<file path="config.mk">
export PLATFORM = sky130hd
export DESIGN_NAME = flex_serializer_flat
export DESIGN_NICKNAME = d
export VERILOG_FILES = /design/src/rtl/flex_serializer_if.sv /design/src/rtl/flex_serializer.sv /design/src/flat_wrapper.sv
export SDC_FILE = /design/constraint.sdc
export NUM_CORES = 1
export LEC_CHECK = 0
export BUFFER_PORTS_ARGS = -buffer_cell sky130_fd_sc_hd__clkbuf_2
export CAP_MARGIN = 15
export CORE_AREA = 2 2 73 75
export DETAILED_ROUTE_END_ITERATION = 16
export DIE_AREA = 0 0 75 77
export PLACE_DENSITY_LB_ADDON = 0.12
export SYNTH_ARGS = -nofsm -noshare
export SYNTH_HDL_FRONTEND = slang
export SYNTH_SLANG_ARGS = --single-unit
export TNS_END_PERCENT = 10
</file>
<file path="constraint.sdc">
create_clock -name CLK -period 2.45 [get_ports CLK]
set_input_delay 0.49 -clock CLK [delete_from_list [all_inputs] [get_ports CLK]]
set_output_delay 0.49 -clock CLK [all_outputs]
set_load 0.05 [all_outputs]
</file>
<file path="src/rtl/flex_serializer_if.sv">
// Bundle between the TX register/frame-FSM side (master) and the serializer (slave).
interface flex_serializer_if #(
    parameter int DATA_MAX = 8,
    parameter int CNT_W    = 4
);
    logic                Data_Valid;
    logic [DATA_MAX-1:0] P_DATA;
    logic [CNT_W-1:0]    data_len;
    logic                msb_first;
    logic                ser_en;
    logic                ser_data;
    logic                ser_done;
    logic                par_bit;
    logic                load_ready;
    logic                busy;
    logic                ovf;
    logic                udf;

    modport master (
        output Data_Valid, P_DATA, data_len, msb_first, ser_en,
        input  ser_data, ser_done, par_bit, load_ready, busy, ovf, udf
    );

    modport slave (
        input  Data_Valid, P_DATA, data_len, msb_first, ser_en,
        output ser_data, ser_done, par_bit, load_ready, busy, ovf, udf
    );
endinterface

</file>
<file path="src/rtl/flex_serializer.sv">
// Double-buffered parallel-to-serial converter: holding register feeds a shifter,
// run-time frame length and bit order, even parity over the active frame.
module flex_serializer #(
    parameter int DATA_MAX = 8,
    parameter int CNT_W    = 4
) (
    input  logic              CLK,
    input  logic              RST,
    flex_serializer_if.slave  bus
);

    logic [DATA_MAX-1:0] hold_q;
    logic [DATA_MAX-1:0] shr_q;
    logic                hold_full_q;
    logic                frame_loaded_q;
    logic                msb_q;
    logic [CNT_W-1:0]    cnt_q;
    logic [CNT_W-1:0]    len_q;
    logic                ser_data_q;
    logic                ser_done_q;
    logic                par_q;
    logic                ovf_q;
    logic                udf_q;

    logic [CNT_W-1:0]    len_in;
    logic [CNT_W-1:0]    bit_idx;
    logic                shift;
    logic                last_bit;
    logic                transfer;
    logic                accept;
    logic                next_bit;
    logic                hold_par;

    // Out-of-range lengths (0 or above DATA_MAX) fall back to a full-width frame.
    always_comb begin
        len_in = bus.data_len;
        if ((bus.data_len == '0) || (bus.data_len > CNT_W'(DATA_MAX)))
            len_in = CNT_W'(DATA_MAX);
    end

    assign shift    = bus.ser_en && frame_loaded_q;
    assign last_bit = shift && (cnt_q == (len_q - CNT_W'(1)));
    assign transfer = hold_full_q && (!frame_loaded_q || last_bit);
    assign accept   = bus.Data_Valid && !hold_full_q;
    assign bit_idx  = msb_q ? (len_q - CNT_W'(1) - cnt_q) : cnt_q;

    always_comb begin
        next_bit = 1'b0;
        for (int i = 0; i < DATA_MAX; i++)
            if (bit_idx == CNT_W'(i)) next_bit = shr_q[i];
    end

    always_comb begin
        hold_par = 1'b0;
        for (int i = 0; i < DATA_MAX; i++)
            if (CNT_W'(i) < len_in) hold_par = hold_par ^ hold_q[i];
    end

    always_ff @(posedge CLK or negedge RST) begin
        if (!RST) begin
            hold_q         <= '0;
            shr_q          <= '0;
            hold_full_q    <= 1'b0;
            frame_loaded_q <= 1'b0;
            msb_q          <= 1'b0;
            cnt_q          <= '0;
            len_q          <= '0;
            ser_data_q     <= 1'b0;
            ser_done_q     <= 1'b0;
            par_q          <= 1'b0;
            ovf_q          <= 1'b0;
            udf_q          <= 1'b0;
        end else begin
            // accept and transfer are mutually exclusive: one needs hold empty, the other full.
            if (accept) begin
                hold_q      <= bus.P_DATA;
                hold_full_q <= 1'b1;
            end else if (transfer) begin
                hold_full_q <= 1'b0;
            end

            if (transfer) begin
                shr_q          <= hold_q;
                len_q          <= len_in;
                msb_q          <= bus.msb_first;
                par_q          <= hold_par;
                cnt_q          <= '0;
                frame_loaded_q <= 1'b1;
            end else if (shift) begin
                cnt_q <= cnt_q + CNT_W'(1);
                if (last_bit) frame_loaded_q <= 1'b0;
            end

            ser_data_q <= shift ? next_bit : 1'b0;
            ser_done_q <= last_bit;
            ovf_q      <= bus.Data_Valid && hold_full_q;
            udf_q      <= bus.ser_en && !frame_loaded_q;
        end
    end

    assign bus.ser_data   = ser_data_q;
    assign bus.ser_done   = ser_done_q;
    assign bus.par_bit    = par_q;
    assign bus.load_ready = !hold_full_q;
    assign bus.busy       = frame_loaded_q | hold_full_q;
    assign bus.ovf        = ovf_q;
    assign bus.udf        = udf_q;

endmodule

</file>
<file path="src/flat_wrapper.sv">
// flat-port wrapper written by rule: the top's interface ports become plain ports
module flex_serializer_flat 
#(
    parameter int DATA_MAX = 8,
    parameter int CNT_W    = 4
)
  (CLK, RST, bus_Data_Valid, bus_P_DATA, bus_data_len, bus_msb_first, bus_ser_en, bus_ser_data, bus_ser_done, bus_par_bit, bus_load_ready, bus_busy, bus_ovf, bus_udf);
  flex_serializer_if #(.DATA_MAX(DATA_MAX), .CNT_W(CNT_W)) bus_i ();
  input  logic CLK;
  input  logic RST;
  input wire logic [$bits(bus_i.Data_Valid)-1:0] bus_Data_Valid;
  input wire logic [$bits(bus_i.P_DATA)-1:0] bus_P_DATA;
  input wire logic [$bits(bus_i.data_len)-1:0] bus_data_len;
  input wire logic [$bits(bus_i.msb_first)-1:0] bus_msb_first;
  input wire logic [$bits(bus_i.ser_en)-1:0] bus_ser_en;
  output wire logic [$bits(bus_i.ser_data)-1:0] bus_ser_data;
  output wire logic [$bits(bus_i.ser_done)-1:0] bus_ser_done;
  output wire logic [$bits(bus_i.par_bit)-1:0] bus_par_bit;
  output wire logic [$bits(bus_i.load_ready)-1:0] bus_load_ready;
  output wire logic [$bits(bus_i.busy)-1:0] bus_busy;
  output wire logic [$bits(bus_i.ovf)-1:0] bus_ovf;
  output wire logic [$bits(bus_i.udf)-1:0] bus_udf;
  assign bus_i.Data_Valid = bus_Data_Valid;
  assign bus_i.P_DATA = bus_P_DATA;
  assign bus_i.data_len = bus_data_len;
  assign bus_i.msb_first = bus_msb_first;
  assign bus_i.ser_en = bus_ser_en;
  assign bus_ser_data = bus_i.ser_data;
  assign bus_ser_done = bus_i.ser_done;
  assign bus_par_bit = bus_i.par_bit;
  assign bus_load_ready = bus_i.load_ready;
  assign bus_busy = bus_i.busy;
  assign bus_ovf = bus_i.ovf;
  assign bus_udf = bus_i.udf;
  flex_serializer #(.DATA_MAX(DATA_MAX), .CNT_W(CNT_W)) u_core (.CLK(CLK), .RST(RST), .bus(bus_i));
endmodule
</file>
==> results of run 1 <==
[critical path, stage by stage (launching register included)]
cell     delay, ns
dfrtp_1       0.37
inv_1         0.07
ha_1          0.33
fa_1          0.51
nand2_1       0.05
o21ai_0       0.14
mux4_2        0.36
mux2i_1       0.17
nor3_1        0.08
[area by class of cell]
cell class	count	area (µm²)	share of cell area, %
Multi-Input combinational cell	107	837	42.2
Tap cell	70	87.6	4.42
Clock buffer	8	90.1	4.54
Inverter	10	37.5	1.89
Timing Repair Buffer	25	130	6.56
Sequential cell	32	801	40.4
[power breakdown]
part | internal [mW] | switching (mW) | total, mW
sequential | 0.756 | 0.240 | 0.996
clock | 0.229 | 0.179 | 0.408
combinational | 0.687 | 0.666 | 1.35
total | 1.67 | 1.09 | 2.76
[cell usage in the layout (no fill, tap or decap), types with 3 or more instances in the layout]
cell      Yosys  layout
dfrtp_1      32      32
clkbuf_2      0      23
nor2_1       15      15
inv_1        10      10
nand2_1      10      10
mux2_1        9       9
mux2_2        8       8
a21oi_1       7       7
xnor2_1       6       6
o21ai_0       6       6
nand3_1       6       6
clkbuf_8      0       6
xor2_1        5       5
ha_1          5       5
nor3_1        3       3
o21ai_1       3       3
[through the flow]
stage | util [%] | power, mW
floorplan | - | 2.06
global placement | 38.0 | 2.33
detailed placement | 38.0 | 2.36
CTS | 39.8 | 2.79
global route | 39.8 | 3.01
finish | 39.8 | 2.76
[metal layers]
metal / part of all wire (%) / GRT usage (%)
met1: 45 / 15.8
met4: 1.9 / 5.89
met2: 49 / 20.6
met5: 0 / 0
met3: 3.8 / 3.55
[flip-flops by register name (all words and copies together), names as in the netlist]
| register | count |
|---|---|
| u_core.bus.udf | 1 |
| u_core.frame_loaded_q | 1 |
| u_core.cnt_q | 4 |
| u_core.bus.par_bit | 1 |
| u_core.msb_q | 1 |
| u_core.hold_q | 8 |
| u_core.shr_q | 8 |
| u_core.bus.ovf | 1 |
| u_core.bus.ser_done | 1 |
| u_core.hold_full_q | 1 |
| u_core.bus.ser_data | 1 |
| u_core.len_q | 4 |
[worst min-delay path by stage]
stage / endpoint / slack [ns]
6_report: u_core.bus.udf / 0.28
4_1_cts: u_core.bus.ser_done / 0.31
3_3_place_gp: u_core.shr_q[2] / 0.48
5_1_grt: u_core.bus.udf / 0.35
2_1_floorplan: u_core.bus.ovf / 0.19
3_5_place_dp: u_core.shr_q[1] / 0.47
[cells by family (layout without fill, tap and decap cells)]
group,after synthesis,count (layout),synth area share (%)
buffers and inverters,18,43,4.59
multiplexers,20,20,14.4
adder cells (fa/ha/maj),6,6,4.81
AO/OA/AOI/OAI,26,26,10.8
AND/OR/NAND/NOR,43,43,11.9
XOR/XNOR,12,12,6.92
flip-flops,32,32,46.6
==> run metrics, run 1 <==
Post-DP HPWL 2540 µm; yosys warns 0; register area share after synthesis 46.6%; GRT Total Usage 12.9%; Post-CTS Setup Inserts 0; initial antenna violation count 0; fin area 1980 µm²; Final ANT Viol Nets 0; RSZ-0062 raised after global routing false; Async S/R FF share, synth 100%; Tightest Hold Check Type input port to async pin; Synth area leader dfrtp_1; DRC Markers 0; syn avg cell area 10.9 µm²; Final WS setup 0.262 ns; clk_lat worst skew 0.28 ns; P_leak 0.900 nW; top cells by area, synth dfrtp_1 (47%), mux2_1 (5.9%), mux2_2 (5.2%); Yosys reg bits 32; vias in the first global route 1203; Setup violations, final 0; Initial DRC Count 67; WL per Instance 13.2 µm; Initial Utilization 34.5%; Commonest cells post-synth dfrtp_1 (32), nor2_1 (15), inv_1 (10), nand2_1 (10), mux2_1 (9); crit path DAT 2.35 ns; Max Fclk 0.457 GHz; cells on worst reg2reg path 8; Mapped Area 1720 µm²; share of cells above drive strength 1 25.8%; GPL Wtd Cong 0.755; CTS tree built; Final Skew 0.00382 ns; Layout Cells excl Fill 252; pins over their slew limit 0; Ports 24; most frequent cell after synthesis dfrtp_1; row cnt 26; CTS resizes 0; Crit path required time 2.61 ns; pin slew with the least headroom to its limit 0.786 ns; power per cell area 1390 nW/µm²; crit path time final 2.19 ns; Port-buffer cells 23; Slew HR 47.6%; clk slew on worst S/H paths 0.06 ns; Die H 77 µm; Gate Count Post-Synth 157; Cell Area, Placed 1890 µm²; nets@finish 204; Post-CTS Hold Buffers 0; Top FF cell, synth dfrtp_1; total core area 4980 µm²; Critical Path Sink u_core.bus.ser_data; drt first pass iters 4; setup TNS 0 ns; largest net degree at the start of global routing 33; Post-Place Cells 244; final WL 3340 µm; Register-to-Register Setup Slack 0.26 ns; Critical Path Start Type flip-flop; DR vias/cell 4.80; Mapped Nets 180; final hold violation count 0; CP startpoint u_core.len_q[0]; Fillers 487; R2R Path Start u_core.len_q[0]; CTS root buf clkbuf_8; Antenna Cells 0; CP Class flip-flop to flip-flop; Max IR drop VDD 0.544 mV; first-pass GRT wire length 5610 µm; global route total overflow 0; area growth from synthesis to layout 15.5%; crit-path max FO 3; EDFF count, synth 0; post-synth cell types 39; final hold slack 0.278 ns; max-cap violations 0; clk buf depth 2; clk sinks 32; Crit. End Element flip-flop; via count 1210; status finished clean; Yosys top cell area share 46.6%; pre-CTS setup slack 0.265 ns; H-tree Lvls 2; reg2reg end u_core.bus.ser_data; clock buffer count from CTS 5; period utilization 89.3%; Chip Width 75 µm; full die area 5780 µm²
No activity file was read; power rests on OpenSTA's default activity.
==> run 2, diff against run 1 <==
--- a/config.mk
+++ b/config.mk
@@ -7,10 +7,11 @@
 export LEC_CHECK = 0
 export BUFFER_PORTS_ARGS = -buffer_cell sky130_fd_sc_hd__clkbuf_2
 export CAP_MARGIN = 15
-export CORE_AREA = 2 2 73 75
+export CORE_AREA = 2 2 59 61
 export DETAILED_ROUTE_END_ITERATION = 16
-export DIE_AREA = 0 0 75 77
+export DIE_AREA = 0 0 61 63
 export PLACE_DENSITY_LB_ADDON = 0.12
+export SETUP_SLACK_MARGIN = 0.3
 export SYNTH_ARGS = -nofsm -noshare
 export SYNTH_HDL_FRONTEND = slang
 export SYNTH_SLANG_ARGS = --single-unit
==> constraint.sdc (replaced) <==
create_clock -name CLK -period 2.15 [get_ports CLK]
set_input_delay 0.43 -clock CLK [delete_from_list [all_inputs] [get_ports CLK]]
set_output_delay 0.43 -clock CLK [all_outputs]
set_load 0.05 [all_outputs]
==> run 2 against run 1 <==
  * Register-to-register slack worse by 0.14 ns
  * Clock power is 10% lower
  * Combinational power is 52% higher
  * Hold slack worse by 0.12 ns
  * Sequential cell count stayed put
  * Core utilization is 27 points higher
  * Clock-buffer cell count is 1 lower
  * Non-clock buffer count is 14 higher
  * Critical path depth is 1 higher
==> run metrics, run 2 (synthesis gave the netlist of run 1 again) <==
Die H 63 µm (was 77 µm); RSZ-0062 raised after global routing true (was false); largest net degree at the start of global routing 33 (unchanged); Fillers 274 (was 487); CP Class flip-flop to flip-flop (unchanged); nets@finish 218 (was 204); Port-buffer cells 23 (unchanged); setup TNS 0 ns (unchanged); Final ANT Viol Nets 0 (unchanged); clk sinks 32 (unchanged); Final Skew 0.0153 ns (was 0.00382 ns); area growth from synthesis to layout 25.1% (was 15.5%); Slew HR 47.5% (was 47.6%); Tightest Hold Check Type input port to async pin (unchanged); clock buffer count from CTS 5 (unchanged); met2 Use GR 32.3% (was 20.6%); Slowest cell on crit path dfrtp_1 (was fa_1); Post-Place Cells 222 (was 244); period utilization 94.3% (was 89.3%); total core area 3230 µm² (was 4980 µm²); Top Usage Layer GRT met2 (unchanged); crit path DAT 2.26 ns (was 2.35 ns); final WL 3410 µm (was 3340 µm); global route total overflow 0 (unchanged); via count 1280 (was 1210); full die area 3840 µm² (was 5780 µm²); GRT Total Usage 21.1% (was 12.9%); max-cap violations 0 (unchanged); first-pass GRT wire length 5870 µm (was 5610 µm); P_leak 0.982 nW (was 0.900 nW); Initial Utilization 53.1% (was 34.5%); CTS root buf clkbuf_4 (was clkbuf_8); crit path time final 2.03 ns (was 2.19 ns); CTS tree built (unchanged); Cell Area, Placed 1930 µm² (was 1890 µm²); commonest cells after routing, fill and taps aside dfrtp_1 (32), clkbuf_2 (23), nor2_1 (15) (unchanged); Ports 24 (unchanged); row cnt 21 (was 26); crit-path cells inv_2 > ha_4 > xor2_2 > ha_1 > nand4_1 > o22ai_4 > buf_12 > buf_8 > mux2_4 (was inv_1 > ha_1 > fa_1 > nand2_1 > o21ai_0 > mux4_2 > mux2i_1 > nor3_1); fin area 2150 µm² (was 1980 µm²); clk slew on worst S/H paths 0.10 ns (was 0.06 ns); clk_lat worst skew 0.34 ns (was 0.28 ns); GRT met1 Usage 27.0% (was 15.8%); Post-CTS Hold Buffers 0 (unchanged); Antenna Cells 0 (unchanged); Crit path required time 2.38 ns (was 2.61 ns); final hold violation count 0 (unchanged); pin slew with the least headroom to its limit 0.788 ns (was 0.786 ns); H-tree Lvls 2 (unchanged); Chip Width 61 µm (was 75 µm); Post-DP HPWL 2340 µm (was 2540 µm); initial antenna violation count 0 (unchanged); share of cells above drive strength 1 39.3% (was 25.8%); GPL Wtd Cong 0.803 (was 0.755); clk buf depth 2 (unchanged); Layout Cells excl Fill 242 (was 252); Max IR drop VDD 0.710 mV (was 0.544 mV); Critical Path Start Type flip-flop (unchanged); slowest stage delay, CP 0.38 ns (was 0.51 ns); GR Util met3 6.00% (was 3.55%); Crit. End Element flip-flop (unchanged); vias in the first global route 1317 (was 1203); pins over their slew limit 0 (unchanged); commonest non-fill, non-tap cell in the layout dfrtp_1 (unchanged); status finished clean (unchanged); crit-path max FO 6 (was 3); power per cell area 1650 nW/µm² (was 1390 nW/µm²); DR vias/cell 5.29 (was 4.80); biggest regs u_core.hold_q: 8 flops, u_core.shr_q: 8 flops (unchanged); WL per Instance 14.1 µm (was 13.2 µm); Initial DRC Count 58 (was 67); Max Fclk 0.493 GHz (was 0.457 GHz); DRC Markers 0 (unchanged); Setup violations, final 0 (unchanged); drt first pass iters 4 (unchanged)
[run 2: what timing repair did]
item                       CTS  global route
hold endpoints to repair     0             0
pin swaps                    3             3
gates resized for setup      8             5
buffers inserted            11             1
setup endpoints to repair   16            20
[run 2: final timing paths]
kind                               startpoint                  to  slack, ns  cells after the start
max                           u_core.len_q[0]     u_core.shr_q[3]       0.12                      9
min                                       RST     u_core.cnt_q[2]       0.16                      1
max reg2reg                   u_core.len_q[0]     u_core.shr_q[3]       0.12                      9
min reg2reg                u_core.bus.par_bit  u_core.bus.par_bit       0.52                      2
max in group asynchronous                 RST      u_core.bus.udf       1.49                      1
min in group CLK                bus_msb_first        u_core.msb_q       0.30                      2
[run 2: final cells by class]
class                   count  area (µm²)  share of cell area (%)
multi-input cells         107         913                    42.5
flip-flops and latches     32         801                    37.3
repair buffers             39         275                    12.8
well taps                  46        57.6                    2.68
clock buffers               7        55.1                    2.56
inverters                  10        37.5                    1.75
clock inverters             1        7.51                   0.350
[run 2: worst max-delay path: cells and delay by family, from the launching register on]
| kind | cells | cell delay [ns] |
|---|---|---|
| AOI/OAI and AO/OA | 1 | 0.18 |
| xor gates and xnor gates | 1 | 0.14 |
| adders and majority gates | 2 | 0.47 |
| buffers and inverters | 3 | 0.32 |
| DFF | 1 | 0.38 |
| muxes | 1 | 0.29 |
| and+or+nand+nor | 1 | 0.15 |
[run 2: stage by stage]
| stage | utilization, % | setup WS [ns] | total power [mW] | hold WS [ns] |
|---|---|---|---|---|
| after global routing | 66.4 | 0.0425 | 3.80 | 0.193 |
| after CTS | 65.7 | 0.116 | 3.48 | 0.170 |
| after floorplan | - | 0.180 | 2.45 | 0.134 |
| final | 66.4 | 0.123 | 3.54 | 0.157 |
| after global placement | 59.7 | 0.115 | 2.77 | 0.467 |
| after detailed placement | 59.7 | 0.0620 | 2.83 | 0.480 |
[run 2: metal layers]
layer,up-vias,part of all wire (%)
li1,620,-
met1,625,44
met5,-,0
met3,9,3.4
met4,0,2.7
met2,26,50
[run 2: report_power, final]
| part | total (mW) | switching, mW | internal [mW] |
|---|---|---|---|
| clock | 0.366 | 0.206 | 0.160 |
| combinational | 2.05 | 0.912 | 1.14 |
| sequential | 1.13 | 0.271 | 0.859 |
| total | 3.54 | 1.39 | 2.15 |
==> run 3, diff against run 2 <==
--- a/config.mk
+++ b/config.mk
@@ -10,7 +10,7 @@
 export CORE_AREA = 2 2 59 61
 export DETAILED_ROUTE_END_ITERATION = 16
 export DIE_AREA = 0 0 61 63
-export PLACE_DENSITY_LB_ADDON = 0.12
+export PLACE_DENSITY = 0.76
 export SETUP_SLACK_MARGIN = 0.3
 export SYNTH_ARGS = -nofsm -noshare
 export SYNTH_HDL_FRONTEND = slang
==> constraint.sdc (replaced) <==
create_clock -name CLK -period 2.15 [get_ports CLK]
set_input_delay 0.1075 -clock CLK [delete_from_list [all_inputs] [get_ports CLK]]
set_output_delay 0.1075 -clock CLK [all_outputs]
set_load 0.05 [all_outputs]
==> run 3 against run 2 <==
  * First-iteration DRC count shrank 34%
  * Clock-buffer cell count down 1
  * Via count up 2.0%
  * Largest power group unchanged
  * Largest cell class unchanged
  * Sequential share of layout area is 1.5 points lower
==> run metrics, run 3 (synthesis gave the netlist of run 1 again) <==
status finished clean (unchanged); Die H 63 µm (unchanged); final hold violation count 0 (unchanged); pins over their slew limit 0 (unchanged); DR vias/cell 5.20 (was 5.29); Final ANT Viol Nets 0 (unchanged); Max IR drop VDD 0.722 mV (was 0.710 mV); Crit. End Element flip-flop (unchanged); max-cap violations 0 (unchanged); area growth from synthesis to layout 30.3% (was 25.1%); RSZ-0062 raised after global routing true (unchanged); WL per Instance 14.8 µm (was 14.1 µm); total core area 3230 µm² (unchanged); Final Util 69.2% (was 66.4%); GPL Wtd Cong 0.877 (was 0.803); period utilization 93.9% (was 94.3%); P_leak 1.02 nW (was 0.982 nW); CTS root buf clkbuf_4 (unchanged); pre-CTS setup slack 0.0237 ns (was 0.0620 ns); slowest stage delay, CP 0.49 ns (was 0.38 ns); biggest regs u_core.hold_q: 8 flops, u_core.shr_q: 8 flops (unchanged); GRT Total Usage 22.8% (was 21.1%); Critical Path Start Type flip-flop (unchanged); Final WS setup 0.131 ns (was 0.123 ns); Final Skew 0.00764 ns (was 0.0153 ns); Register-to-Register Setup Slack 0.13 ns (was 0.12 ns); commonest non-fill, non-tap cell in the layout dfrtp_1 (unchanged); Initial Utilization 53.1% (unchanged); clk_lat worst skew 0.34 ns (about the same); full die area 3840 µm² (unchanged); H-tree Lvls 2 (unchanged); Initial DRC Count 38 (was 58); crit path time final 2.02 ns (was 2.03 ns); clk sinks 32 (unchanged); crit-path cells buf_4 > ha_2 > fa_1 > nand2_1 > o21ai_2 > mux4_2 > mux2i_1 > nor3_1 (was inv_2 > ha_4 > xor2_2 > ha_1 > nand4_1 > o22ai_4 > buf_12 > buf_8 > mux2_4); commonest cells after routing, fill and taps aside dfrtp_1 (32), clkbuf_2 (23), nor2_1 (15) (unchanged); drt first pass iters 4 (unchanged); final WL 3720 µm (was 3410 µm); Crit path required time 2.38 ns (about the same); Slowest cell on crit path fa_1 (was dfrtp_1); vias in the first global route 1411 (was 1317); crit-path max FO 2 (was 6); Tightest Hold Check Type input port to flip-flop (was input port to async pin); clk buf depth 2 (unchanged); Max Fclk 0.495 GHz (was 0.493 GHz); Antenna Cells 0 (unchanged); Post-DP HPWL 2440 µm (was 2340 µm); via count 1305 (was 1280); share of cells above drive strength 1 37.1% (was 39.3%); Port-buffer cells 23 (unchanged); Setup violations, final 0 (unchanged); largest net degree at the start of global routing 33 (unchanged); row cnt 21 (unchanged); global route total overflow 0 (unchanged); power per cell area 1580 nW/µm² (was 1650 nW/µm²); first-pass GRT wire length 6340 µm (was 5870 µm); setup TNS 0 ns (unchanged); Chip Width 61 µm (unchanged); DRC Markers 0 (unchanged); Ports 24 (unchanged); nets@finish 228 (was 218); pin slew with the least headroom to its limit 0.778 ns (was 0.788 ns); CTS tree built (unchanged); clk slew on worst S/H paths 0.10 ns (about the same); CP Class flip-flop to flip-flop (unchanged); Slew HR 48.2% (was 47.5%); initial antenna violation count 0 (unchanged); clock buffer count from CTS 5 (unchanged); crit path DAT 2.25 ns (was 2.26 ns)
==> run 3: layout make-up <==
type | count | area [µm²]
Tap cell | 46 | 57.6
Fill cell | 229 | 995
Clock buffer | 6 | 41.3
Clock inverter | 1 | 5.00
Sequential cell | 32 | 801
Timing Repair Buffer | 49 | 378
Inverter | 10 | 37.5
Multi-Input combinational cell | 107 | 917
==> run 3: worst max-delay path: cells and delay by family (launching register included) <==
family,cells,cell delay (ns)
and+or+nand+nor,2,0.13
AOI/OAI and AO/OA,1,0.09
buffers and inverters,1,0.14
adders and majority gates,2,0.68
DFF,1,0.40
muxes,2,0.47
==> run 3: per-layer routing <==
metal	wire length, µm	global-route usage [%]	up-vias	part of all wire, %
met4	89	11.4	0	2.4
met2	1920	35.6	29	52
met1	1580	27.9	631	43
met5	0	0	-	0
met3	132	7.04	7	3.5
li1	-	-	638	-
==> run 3: what timing repair did <==
| item | CTS | global route |
|---|---|---|
| pin swaps | 4 | 3 |
| resized for setup | 11 | 1 |
| setup buffers | 9 | 1 |
| hold buffers | 11 | 0 |
| endpoints found under the setup margin | 20 | 21 |
| cloned | 1 | 0 |
| endpoints found under the hold margin | 42 | 0 |
==> run 3: worst paths after layout <==
| kind | start | to | cells after the start |
|---|---|---|---|
| worst max-delay path | u_core.len_q[0] | u_core.bus.ser_data | 8 |
| worst min-delay path | bus_ser_en | u_core.bus.udf | 3 |
| worst max register to register | u_core.len_q[0] | u_core.bus.ser_data | 8 |
| worst min register to register | u_core.bus.par_bit | u_core.bus.par_bit | 2 |
| max in group asynchronous | RST | u_core.len_q[1] | 2 |
| min in group asynchronous | RST | u_core.bus.ser_done | 2 |
==> run 3: power breakdown <==
part / total (mW) / switching [mW] / internal (mW) / leakage, nW
combinational: 2.07 / 0.913 / 1.15 / 0.606
clock: 0.323 / 0.203 / 0.120 / 0.0281
sequential: 1.14 / 0.282 / 0.860 / 0.389
total: 3.53 / 1.40 / 2.13 / 1.02
==> run 3: per-stage QoR <==
step	cells	hold slack [ns]	instance area [µm²]	total power [mW]
floorplan	157	-0.188	1760	2.45
global placement	222	0.215	1930	2.74
global route	251	0.0365	2240	3.79
CTS	250	0.0194	2220	3.45
finish	251	0.0324	2240	3.53
detailed placement	222	0.229	1930	2.83
